$ cat config.mk
export PLATFORM = sky130hd
export DESIGN_NAME = fir4_coef_sched
export DESIGN_NICKNAME = d
export VERILOG_FILES = /design/src/rtl/fir4_coef_sched.sv
export SDC_FILE = /design/constraint.sdc
export NUM_CORES = 1
export LEC_CHECK = 0
export BUFFER_PORTS_ARGS = -buffer_cell sky130_fd_sc_hd__buf_2
export CAP_MARGIN = 15
export CORE_MARGIN = 2
export CORE_UTILIZATION = 41
export DETAILED_ROUTE_END_ITERATION = 7
export PLACE_DENSITY = 0.78
export SLEW_MARGIN = 20
export SYNTH_ARGS = -nofsm -noshare
export SYNTH_HDL_FRONTEND = slang
export SYNTH_SLANG_ARGS = --single-unit
$ cat constraint.sdc
create_clock -name clk -period 1.3 [get_ports clk]
set_input_delay 0 -clock clk [delete_from_list [all_inputs] [get_ports clk]]
set_output_delay 0 -clock clk [all_outputs]
set_load 0.03 [all_outputs]
$ cat src/rtl/fir4_coef_sched.sv
// rtl/fir4_coef_sched.sv - sample sequencer and shadow/active coefficient manager for a 4-tap FIR
// Optional bank readback port enabled by FIR4_COEF_SCHED_RDBK_EN.
module fir4_coef_sched #(
    parameter int W_IN      = 7,
    parameter int C_IN      = 5,
    parameter int DRAIN_CYC = 3
) (
    input  logic                   clk,
    input  logic                   rstn,
    input  logic signed [W_IN-1:0] s_data,
    input  logic                   s_valid,
    output logic                   s_ready,
    input  logic                   cfg_wr,
    input  logic [1:0]             cfg_addr,
    input  logic signed [C_IN-1:0] cfg_wdata,
    input  logic                   cfg_commit,
    output logic                   cfg_busy,
    output logic                   commit_done,
    output logic signed [W_IN-1:0] fir_x,
    output logic signed [C_IN-1:0] fir_c0,
    output logic signed [C_IN-1:0] fir_c1,
    output logic signed [C_IN-1:0] fir_c2,
    output logic signed [C_IN-1:0] fir_c3,
`ifdef FIR4_COEF_SCHED_RDBK_EN
    input  logic                   rd_sel,
    input  logic [1:0]             rd_addr,
    output logic signed [C_IN-1:0] rd_data,
`endif
    output logic                   y_valid
);

    localparam logic [1:0] ST_RUN   = 2'd0;
    localparam logic [1:0] ST_DRAIN = 2'd1;
    localparam logic [1:0] ST_SWAP  = 2'd2;
    localparam logic [1:0] DRAIN_LAST = 2'(DRAIN_CYC - 1);

    logic [1:0]             state;
    logic [1:0]             drain_cnt;
    logic signed [C_IN-1:0] shadow [4];
    logic signed [C_IN-1:0] active [4];
    logic                   accept;

    assign s_ready  = (state == ST_RUN);
    assign cfg_busy = (state != ST_RUN);
    assign accept   = s_valid && s_ready;
    // Idle cycles present zero to the FIR; it has no stall, so a bubble is a zero sample.
    assign fir_x    = accept ? s_data : '0;

    assign fir_c0 = active[0];
    assign fir_c1 = active[1];
    assign fir_c2 = active[2];
    assign fir_c3 = active[3];

`ifdef FIR4_COEF_SCHED_RDBK_EN
    assign rd_data = rd_sel ? active[rd_addr] : shadow[rd_addr];
`endif

    always_ff @(posedge clk or negedge rstn) begin
        if (!rstn) begin
            state       <= ST_RUN;
            drain_cnt   <= 2'd0;
            y_valid     <= 1'b0;
            commit_done <= 1'b0;
        end else begin
            y_valid     <= accept;
            commit_done <= (state == ST_SWAP);
            case (state)
                ST_RUN: begin
                    if (cfg_commit) begin
                        state     <= ST_DRAIN;
                        drain_cnt <= 2'd0;
                    end
                end
                ST_DRAIN: begin
                    drain_cnt <= drain_cnt + 2'd1;
                    if (drain_cnt == DRAIN_LAST) begin
                        state <= ST_SWAP;
                    end
                end
                ST_SWAP: begin
                    state <= ST_RUN;
                end
                default: begin
                    state <= ST_RUN;
                end
            endcase
        end
    end

    // The swap copies the shadow value held before this edge, so a same-cycle write lands in shadow only.
    always_ff @(posedge clk or negedge rstn) begin
        if (!rstn) begin
            for (int i = 0; i < 4; i++) begin
                shadow[i] <= '0;
                active[i] <= '0;
            end
        end else begin
            if (state == ST_SWAP) begin
                for (int i = 0; i < 4; i++) begin
                    active[i] <= shadow[i];
                end
            end
            if (cfg_wr) begin
                shadow[cfg_addr] <= cfg_wdata;
            end
        end
    end

endmodule

=== Word-level counts from Yosys, hierarchy flattened ===
Cells that the tools add are included.

* Flip-flop bits (word level): 46
* Bits in latches: 0
* RAM bits: 0
* ROM bits: 0
* Word-level logic and storage cells: 37
* Memories kept: 0

* Add/subtract/negate cells: 1
* Multipliers: 0
* Div/mod/pow operators: 0
* Magnitude comparators: 2
* Eq/ne operators: 5
* Shift-type cells: 0
* Multiplexer cells: 9
* Bitwise operators: 1
* Reductions and logical operators: 7

{| class="wikitable"
|+ Operator list
! cell !! number
|-
| 20-bit bitwise mux || 1
|-
| 5-bit demux with 2-bit select || 1
|-
| 2-bit case mux with 2 select lines || 2
|-
| 7-bit two-way mux || 1
|-
| 2-bit two-way mux || 3
|-
| 5-bit two-way mux || 1
|-
| 2-bit == test, second input constant || 2
|-
| 2-bit AND reduction || 2
|-
| 2-bit nonzero test || 2
|-
| 3-bit greater-or-equal comparator, second input constant || 1
|-
| 3-bit by 1-bit less-than comparator with 1-bit output, second input constant || 1
|-
| 2-bit inverter with 3-bit output || 1
|-
| 2-bit by 1-bit adder with 2-bit output, second input constant || 1
|-
| 2-bit by 1-bit == test with 1-bit output, second input constant || 1
|-
| 1-bit logical AND || 2
|-
| 2-bit logical NOT || 1
|-
| 2-bit by 1-bit != test with 1-bit output, second input constant || 1
|-
| 2-bit != test, second input constant || 1
|}

=== Longest topological paths before layout ===
Gate-level depths: netlist of the first run.

* Depth in word-level cells: 6
* Gate-level depth with buffers: 4
* Mapped depth without buffers: 4

=== Least setup slack after synthesis of the first run ===
No wires, ideal clock.

* Path type: register to register
* From: register state[0]
* To: register active (netlist bit fir_c0[0])
* Setup time: 125 ps
* Arrival: 1087 ps
* Required time: 1175 ps
* Setup slack: 88 ps
* Stages on the path, launching flop included: 4
* Buffers on the path: 1
* Cells stage by stage: dfrtp_1 nand2b_2 buf_6 mux2_4

* Longest elaborated chain between the ends: 1

{| class="wikitable"
|+ Ends and longest elaborated chain
! item !! line !! source
|-
| start: declaration || 37 || <nowiki>logic [1:0] state;</nowiki>
|-
| start signal: assignment || 60 || <nowiki>state <= ST_RUN;</nowiki>
|-
| start signal: assignment || 70 || <nowiki>state <= ST_DRAIN;</nowiki>
|-
| start signal: assignment || 77 || <nowiki>state <= ST_SWAP;</nowiki>
|-
| 2-bit == test || 98 || <nowiki>if (state == ST_SWAP) begin</nowiki>
|-
| end signal: indexed assignment || 100 || <nowiki>active[i] <= shadow[i];</nowiki>
|-
| end: declaration || 40 || <nowiki>logic signed [C_IN-1:0] active [4];</nowiki>
|}

Every way passes these cells.
A chain may end at the register's enable or synchronous reset.

=== Final worst setup path of the first run ===
* From: register state[0]
* To: output port fir_x[6]

* Longest elaborated chain between the ends: 3

{| class="wikitable"
|+ Ends and longest elaborated chain
! item !! line !! source
|-
| 2-bit logical NOT || 43 || <nowiki>assign s_ready = (state == ST_RUN);</nowiki>
|-
| 1-bit logical AND || 45 || <nowiki>assign accept = s_valid && s_ready;</nowiki>
|-
| net accept || 41 || <nowiki>logic accept;</nowiki>
|-
| 7-bit two-way mux || 47 || <nowiki>assign fir_x = accept ? s_data : '0;</nowiki>
|-
| end: declaration || 19 || <nowiki>output logic signed [W_IN-1:0] fir_x,</nowiki>
|}

The timed path passes the listed nets, and every way through them passes these cells.

==> results.cfg, run 1 <==
[critical_path]
cp-startpoint = state[0]
ff2ff_setup_slack_ps = 80
end_kind = primary output
startpoint_type = register
cp_max_fo = 8
r2r_cells = 3
critPathKind = register to primary output
cp.arrival_ps = 1440
reg2reg_from = state[0]
cp.required_ps = 1300
r2r_end = fir_c3[4]

[synth]
yosys.area_share.simple = 0.0730
yosys.cell_types.count = 18
syn_nets = 135
synth_xor_area_frac = 0
yosysSeqAreaShare = 0.611
yosysTopAreaCellShare = 0.611
synthAdderAreaFrac = 0.00664
synth_top_family_by_area = multiplexers
synthMuxAreaShare = 0.277
ys_ff_latch = 46
synth-compound-area-share = 0.0146
post_synth_instance_area_um2 = 1880
synth_warnings = 0
synthCells = 115
syn-mean-instance-area_um2 = 16.4
yosysTopAreaCell = dfrtp_1
synth_area_leaders = dfrtp_1, mux2_4, mux2_2, and2_1, nor3b_2

[die]
die_x_um = 71.8
core_area_um2 = 4380
start_util = 0.430
die-area_um2 = 5150
rows = 24
ioPinCount = 50
die_h_um = 71.8

[timing]
holdWs_ps = 262
max_freq_mhz = 692
fin_crit_ps = 1440
fin_worst_skew_ps = 6.10
period_share = 1.11
rsz0062_at_grt = true
setup_viol = 7
hold_viol = 0
worst_pin_slew_ps = 561
worst_slack_ps = -144
relSlewSlack = 0.626
slew_violations = 0

[final_layout]
diodes = 0
num-nets-final = 205
drive_gt1_frac = 0.591
layout_commonest_cell = dfrtp_1
syn2layout_area_growth_pct = 32.7
mostFrequentLayoutCells = dfrtp_1, buf_2, mux2_2

[route]
dr.pass1.iters = 4
num_vias = 1187
drt-initial-drc-count = 54
post_drt_wl_per_cell_um = 16.2
detail_route.vias_per_cell = 4.99
routed_wl_mm = 3.85
antenna_left = 0
drcViolationCount = 0

[placement]
numPortBuffers = 49
pre_cts_slack_ps = 70.8
hpwlAfterDp_mm = 2.67
gp_congestion = 0.766

[cts]
cts_buffers = 5
cts_sinks = 46
clk_latency_ps = 290
clock_path_buffers = 2
ctsRootBufferMaster = clkbuf_8
clk_pin_slew_ps = 80
h-tree-depth = 2
cts_tree = built

[job]
drv_cap = 0

[global_route]
grt_pass1_wl_mm = 6.35
grt-ovfl-total = 0
grt_pass1_vias = 1317
grt_antenna_before_repair = 0
grt_max_degree = 47
track_usage = 0.164

[power]
p_total_mw = 5.70
leakage_nw = 1.29
cellPowerDensity_nw_per_um2 = 2280
vdd_drop_max_uv = 681

[status]
status = finished with violations
failed_checks = negative setup slack

[worst_hold_path]
holdPathStages = 4
holdPathEnd = shadow[15]
hold_class = primary input to register
hp-start = cfg_addr[0]
what timing repair did:
action	in CTS	in global routing
buffers inserted	1	2
gates resized for setup	21	1
hold endpoints to repair	66	0
hold buffers	8	0
setup endpoints to repair	7	9
pin swaps	8	2
flip-flops by register name, indices dropped and copies added, names as in the netlist:
register / cells
fir_c0: 5
fir_c2: 5
fir_c1: 5
state: 2
shadow: 20
fir_c3: 5
drain_cnt: 2
commit_done: 1
y_valid: 1
per-layer routing:
layer	up-vias	global-route usage	wire length (um)
met5	-	0	0
met4	0	0.0587	74
met3	9	0.0506	140
met2	25	0.300	2210
met1	611	0.177	1430
li1	542	-	-
logic make-up after synthesis:
kind of cell | count (synthesis)
flops | 46
mux | 40
simple gates | 19
buf+inv | 5
compound gates | 4
fa+ha+maj | 1
cell type report:
class                           count  area [um^2]
Timing Repair Buffer               65          464
Clock buffer                        7         86.3
Fill cell                         351         1880
Clock inverter                      1         5.00
Tap cell                           52         65.1
Multi-Input combinational cell     64          718
Inverter                            3         11.3
Sequential cell                    46         1150
worst max path at each step:
| stage | endpoint | slack (ps) | cells past startpoint |
|---|---|---|---|
| floorplan | fir_c0[0] | 90 | 3 |
| global placement | fir_c0[2] | 150 | 3 |
| detailed placement | fir_x[1] | 70 | 4 |
| CTS | fir_x[0] | -100 | 4 |
| global route | fir_x[0] | -230 | 4 |
| finish | fir_x[6] | -140 | 4 |
worst max-delay path, stage by stage, from the launching register on:
cell and delay [ps]:
dfrtp_1 400, buf_6 130, nor3b_4 280, and2_1 210, buf_6 140
Yosys cell counts, drive strengths merged:
master / n
a21oi: 1
nor3b: 4
dfrtp: 46
o21bai: 1
nand3: 1
nand3b: 2
a21o: 2
ha: 1
buf: 2
inv: 3
and2: 7
mux2: 40
and3b: 1
nor2: 1
nand2b: 3
per-stage QoR:
step	std cells	cell area (um^2)	util	TNS (ps)
after CTS	237	2490	0.568	-671
after detailed placement	220	2240	0.511	0
after global placement	220	2240	0.511	0
after floorplan	115	1880	-	0
after global routing	238	2500	0.570	-1500
final	238	2500	0.570	-929
power breakdown:
| group | leakage, nW | switching, mW | internal [mW] |
|---|---|---|---|
| Clock | 0.0482 | 0.452 | 0.429 |
| Combinational | 0.680 | 1.42 | 1.21 |
| Sequential | 0.560 | 0.272 | 1.92 |
(Power assumes the default switching activity.)
==> run 2: changes to the inputs <==
--- a/config.mk
+++ b/config.mk
@@ -7,7 +7,7 @@
 export LEC_CHECK = 0
 export BUFFER_PORTS_ARGS = -buffer_cell sky130_fd_sc_hd__buf_2
 export CAP_MARGIN = 15
-export CORE_MARGIN = 2
+export CORE_MARGIN = 5
 export CORE_UTILIZATION = 41
 export DETAILED_ROUTE_END_ITERATION = 7
 export PLACE_DENSITY = 0.78
==> run 2 against run 1 <==
  * The run still ends with negative setup slack left
  * Clock power is 0.5% lower
  * Cell count grew 0.42%
  * Critical path depth shrank 1
  * Design area shrank 0.35%
  * Critical path type unchanged
  * Critical endpoint is now fir_x[3]
==> results.cfg, run 2 (synthesis gave the netlist of run 1 again) <==
[route]
detail_route.vias_per_cell = 4.83
drcViolationCount = 0
post_drt_wl_per_cell_um = 14.5
num_vias = 1155
antenna_left = 0
dr.pass1.iters = 2
drt-initial-drc-count = 35
routed_wl_mm = 3.47

[timing]
holdWs_ps = 175
slew_violations = 0
fin_worst_skew_ps = 4.08
period_share = 1.04
fin_crit_ps = 1360
hold_viol = 0
worst_slack_ps = -57.4
relSlewSlack = 0.701
rsz0062_at_grt = true
setup_tns_ps = -332
setup_viol = 7
max_freq_mhz = 737
worst_pin_slew_ps = 449

[final_layout]
final_area_um2 = 2490
layout_commonest_cell = dfrtp_1
fin_util = 0.565
diodes = 0
largest_reg_flops = 20
num-nets-final = 206
regMostFlops = shadow
mostFrequentLayoutCells = dfrtp_1, buf_2, mux2_2
syn2layout_area_growth_pct = 32.3
drive_gt1_frac = 0.588
finalNonFillerCells = 239

[worst_hold_path]
hold_class = primary input to asynchronous set/reset pin

[critical_path]
startpoint_type = register
cp_cell_sequence = nor3b_4, and2_1, buf_6
r2r_end = fir_c1[1]
ff2ff_setup_slack_ps = 30
crit_family = simple AND/OR/NAND/NOR gates
max_stage_delay_ps = 420
reg2reg_from = state[1]
cp_slowest_cell = dfrtp_1
critPathKind = register to primary output
cp_max_fo = 8
cp.required_ps = 1300
cp.arrival_ps = 1360
r2r_cells = 4
end_kind = primary output
crit_buf_inv = 1

[power]
vdd_drop_max_uv = 592
leakage_nw = 1.28
cellPowerDensity_nw_per_um2 = 2240
p_total_mw = 5.58

[global_route]
grt-ovfl-total = 0
track_usage = 0.125
grt_max_degree = 28
grt_antenna_before_repair = 0
grt_pass1_wl_mm = 5.90
grt_pass1_vias = 1189

[cts]
clock_path_buffers = 2
clk_pin_slew_ps = 80
ctsRootBufferMaster = clkbuf_8
cts_tree = built
h-tree-depth = 2
cts_buffers = 5
cts_sinks = 46
clk_latency_ps = 290

[die]
ioPinCount = 50
rows = 24
die_h_um = 77.8
core_area_um2 = 4410
start_util = 0.427
die_x_um = 77.8
die-area_um2 = 6050

[placement]
placed_cells = 221
gp_congestion = 0.685
pre_cts_slack_ps = 90.1
dpl_cell_area_um2 = 2240
numPortBuffers = 49
hpwlAfterDp_mm = 2.50

[status]
status = finished with violations
failed_checks = negative setup slack

[job]
drv_cap = 0
run 2: changes by cell type in the layout (fill, tap and decap cells not counted), sizes merged:
| cell | change |
|---|---|
| buf | +1 |
run 2: cell type report:
class                      count  area [um^2]
clock inverter                 1         5.00
timing repair buffer          66          463
clock buffer                   7         86.3
fill                         347         1920
multi-input combinational     64          711
tap                           52         65.1
sequential                    46         1150
inverter                       3         11.3
run 2: repair_timing:
item / in CTS / in global routing
cloned: 0 / 0
setup endpoints to repair: 7 / 17
hold buffers: 7 / 1
setup buffers: 1 / 1
pin swaps: 6 / 1
hold endpoints to repair: 37 / 2
resized for setup: 17 / 5
run 2: report_power, final:
group / total [mW] / internal, mW / switching, mW
Combinational: 2.51 / 1.16 / 1.35
Sequential: 2.19 / 1.92 / 0.271
Clock: 0.877 / 0.429 / 0.448
run 2: how the worst max path moves through the flow:
stage / start / slack (ps) / end / depth (start not counted)
final: state[0] / -60 / fir_x[3] / 3
after detailed placement: state[0] / 90 / fir_c1[0] / 3
after global routing: state[0] / -140 / fir_x[4] / 3
after floorplan: state[0] / 90 / fir_c0[0] / 3
after CTS: state[1] / -60 / fir_x[5] / 3
after global placement: state[0] / 110 / fir_c1[2] / 3
run 2: layer usage:
metal,share of wire,global-route usage
met1,0.41,0.142
met2,0.53,0.213
met3,0.048,0.0405
met4,0.021,0.0567
met5,0,0
==> run 3: changes to the inputs <==
--- a/config.mk
+++ b/config.mk
@@ -5,6 +5,7 @@
 export SDC_FILE = /design/constraint.sdc
 export NUM_CORES = 1
 export LEC_CHECK = 0
+export ABC_AREA = 1
 export BUFFER_PORTS_ARGS = -buffer_cell sky130_fd_sc_hd__buf_2
 export CAP_MARGIN = 15
 export CORE_MARGIN = 5
==> run 3 against run 2 <==
  * Clock skew grew 3.8 ps
  * Highest routed layer unchanged
  * Global-route usage grew 1.9 points
  * Largest power group is now registers
  * Critical endpoint is now fir_x[2]
  * Cell count grew 38%
  * Utilization shrank 2.5 points
  * Critical path type unchanged
  * Synthesized cell count grew 91%
  * Sequential power shrank 2%
  * The flow now finishes without violations
==> results.cfg, run 3 <==
[status]
status = finished clean

[final_layout]
mostFrequentLayoutCells = nand2_1, dfrtp_1, buf_2
multiInputGateArea_um2 = 629
num-nets-final = 296
layout_commonest_cell = nand2_1
regMostFlops = shadow
fillers = 417
drive_gt1_frac = 0.267
ff_latch_area_um2 = 1150
largest_reg_flops = 20
syn2layout_area_growth_pct = 25.7
diodes = 0
final_area_um2 = 2400

[die]
ioPinCount = 50
die_x_um = 78.2
die_h_um = 78.2
die-area_um2 = 6120
core_area_um2 = 4440
rows = 24
start_util = 0.430

[critical_path]
crit_family = flip-flops
cp.required_ps = 1300
cp_max_fo = 8
end_kind = primary output
r2r_end = fir_c0[3]
crit_buf_inv = 1
critPathKind = register to primary output
cp.arrival_ps = 1250
reg2reg_from = state[0]
r2r_cells = 5
cp_cell_sequence = nor2_4, nand2_4, nor2_2, buf_6
ff2ff_setup_slack_ps = 240
startpoint_type = register
max_stage_delay_ps = 440
cp.depth = 4
cp_slowest_cell = dfrtp_1

[cts]
clk_latency_ps = 300
cts_tree = built
h-tree-depth = 2
ctsRootBufferMaster = clkbuf_8
clock_path_buffers = 2
clk_pin_slew_ps = 80
cts_sinks = 46
cts_setup_buffers = 0
cts_buffers = 5

[global_route]
grt_max_degree = 47
grt_pass1_vias = 1516
track_usage = 0.144
grt-ovfl-total = 0
grt_antenna_before_repair = 0
grt_pass1_wl_mm = 7.07

[synth]
yosysSeqAreaShare = 0.603
synth_ff_type = dfrtp_1
synthCells = 220
synth_most_common_cell = nand2_1
synth_warnings = 0
yosysTopAreaCell = dfrtp_1
yosysTopAreaCellShare = 0.603
synthTopCellsByCount = nand2_1, dfrtp_1, inv_1, nand4_1
yosys.cell_types.count = 14
async_flop_share = 1.00
synth-edff-count = 0
synth_area_leaders = dfrtp_1, nand2_1, nand4_1, inv_1, buf_4
post_synth_instance_area_um2 = 1910
syn-mean-instance-area_um2 = 8.68
syn_nets = 240
ys_ff_latch = 46

[job]
drv_cap = 0

[route]
routed_wl_mm = 4.19
detail_route.vias_per_cell = 4.78
post_drt_wl_per_cell_um = 12.7
drcViolationCount = 0
antenna_left = 0
num_vias = 1572
drt-initial-drc-count = 69
dr.pass1.iters = 4

[timing]
relSlewSlack = 0.618
slew_violations = 0
fin_worst_skew_ps = 7.90
rsz0062_at_grt = true
fin_crit_ps = 1250
setup_tns_ps = 0
worst_pin_slew_ps = 573
max_freq_mhz = 799
holdWs_ps = 0.886
period_share = 0.963
worst_slack_ps = 47.9
setup_viol = 0
hold_viol = 0

[placement]
dpl_cell_area_um2 = 2190
pre_cts_slack_ps = 274
hpwlAfterDp_mm = 2.80
gp_congestion = 0.802
numPortBuffers = 49

[worst_hold_path]
hp-start = cfg_wdata[0]
holdPathStages = 3
holdPathEnd = shadow[0]
hold_class = primary input to register

[power]
leakage_nw = 1.40
vdd_drop_max_uv = 1060
cellPowerDensity_nw_per_um2 = 2150
-- run 3: worst max path at each step --
stage                         from        end  slack (ps)
after floorplan           state[0]   fir_x[0]         -80
after global placement    state[0]  fir_c1[2]         300
after detailed placement  state[0]  fir_c0[3]         270
after CTS                 state[0]   fir_x[2]           2
after global routing      state[1]   fir_x[6]         -70
final                     state[1]   fir_x[2]          50
-- run 3: what timing repair did --
item / CTS / global route
endpoints found under the hold margin: 54 / 0
resized for setup: 1 / 28
hold buffers: 5 / 0
pin swaps: 0 / 2
setup endpoints to repair: 1 / 7
gates cloned: 0 / 0
-- run 3: layer usage --
layer / wire, um / GRT usage / vias up
met1: 1870 / 0.179 / 731
met3: 295 / 0.0446 / 6
met2: 1950 / 0.237 / 47
met4: 68 / 0.0524 / 0
li1: - / - / 788
met5: 0 / 0 / -
-- run 3: metrics by stage --
| step | cells | power, mW | utilization |
|---|---|---|---|
| 6_report | 329 | 5.16 | 0.540 |
| 5_1_grt | 329 | 5.56 | 0.540 |
| 2_1_floorplan | 220 | 3.58 | - |
| 3_5_place_dp | 316 | 4.23 | 0.492 |
| 3_3_place_gp | 316 | 4.17 | 0.492 |
| 4_1_cts | 329 | 5.14 | 0.524 |
-- run 3: cells by family (layout without fill, tap and decap cells) --
kind of cell	after synthesis	after routing	synth area share
and+or+nand+nor	133	133	0.290
DFF	46	46	0.603
buffers and inverters	33	90	0.0819
AOI/OAI and AO/OA	7	7	0.0183
adders and majority gates	1	1	0.00655
-- run 3: worst register-to-register path, delay by kind of cell, from the launching register on --
kind	cells	cell delay, ps
buffers and inverters	2	330
and+or+nand+nor	3	220
DFF	1	440
-- run 3: cell type report --
cell class	count	area share
Clock buffer	7	0.0360
Clock inverter	1	0.00209
Inverter	23	0.0360
Multi-Input combinational cell	141	0.262
Sequential cell	46	0.480
Tap cell	52	0.0271
Timing Repair Buffer	59	0.157
-- run 3: report_power, final --
| group | switching, mW | leakage, nW | internal [mW] |
|---|---|---|---|
| registers | 0.256 | 0.585 | 1.89 |
| logic | 1.49 | 0.767 | 0.660 |
| clock network | 0.445 | 0.0482 | 0.429 |
| total | 2.19 | 1.40 | 2.98 |
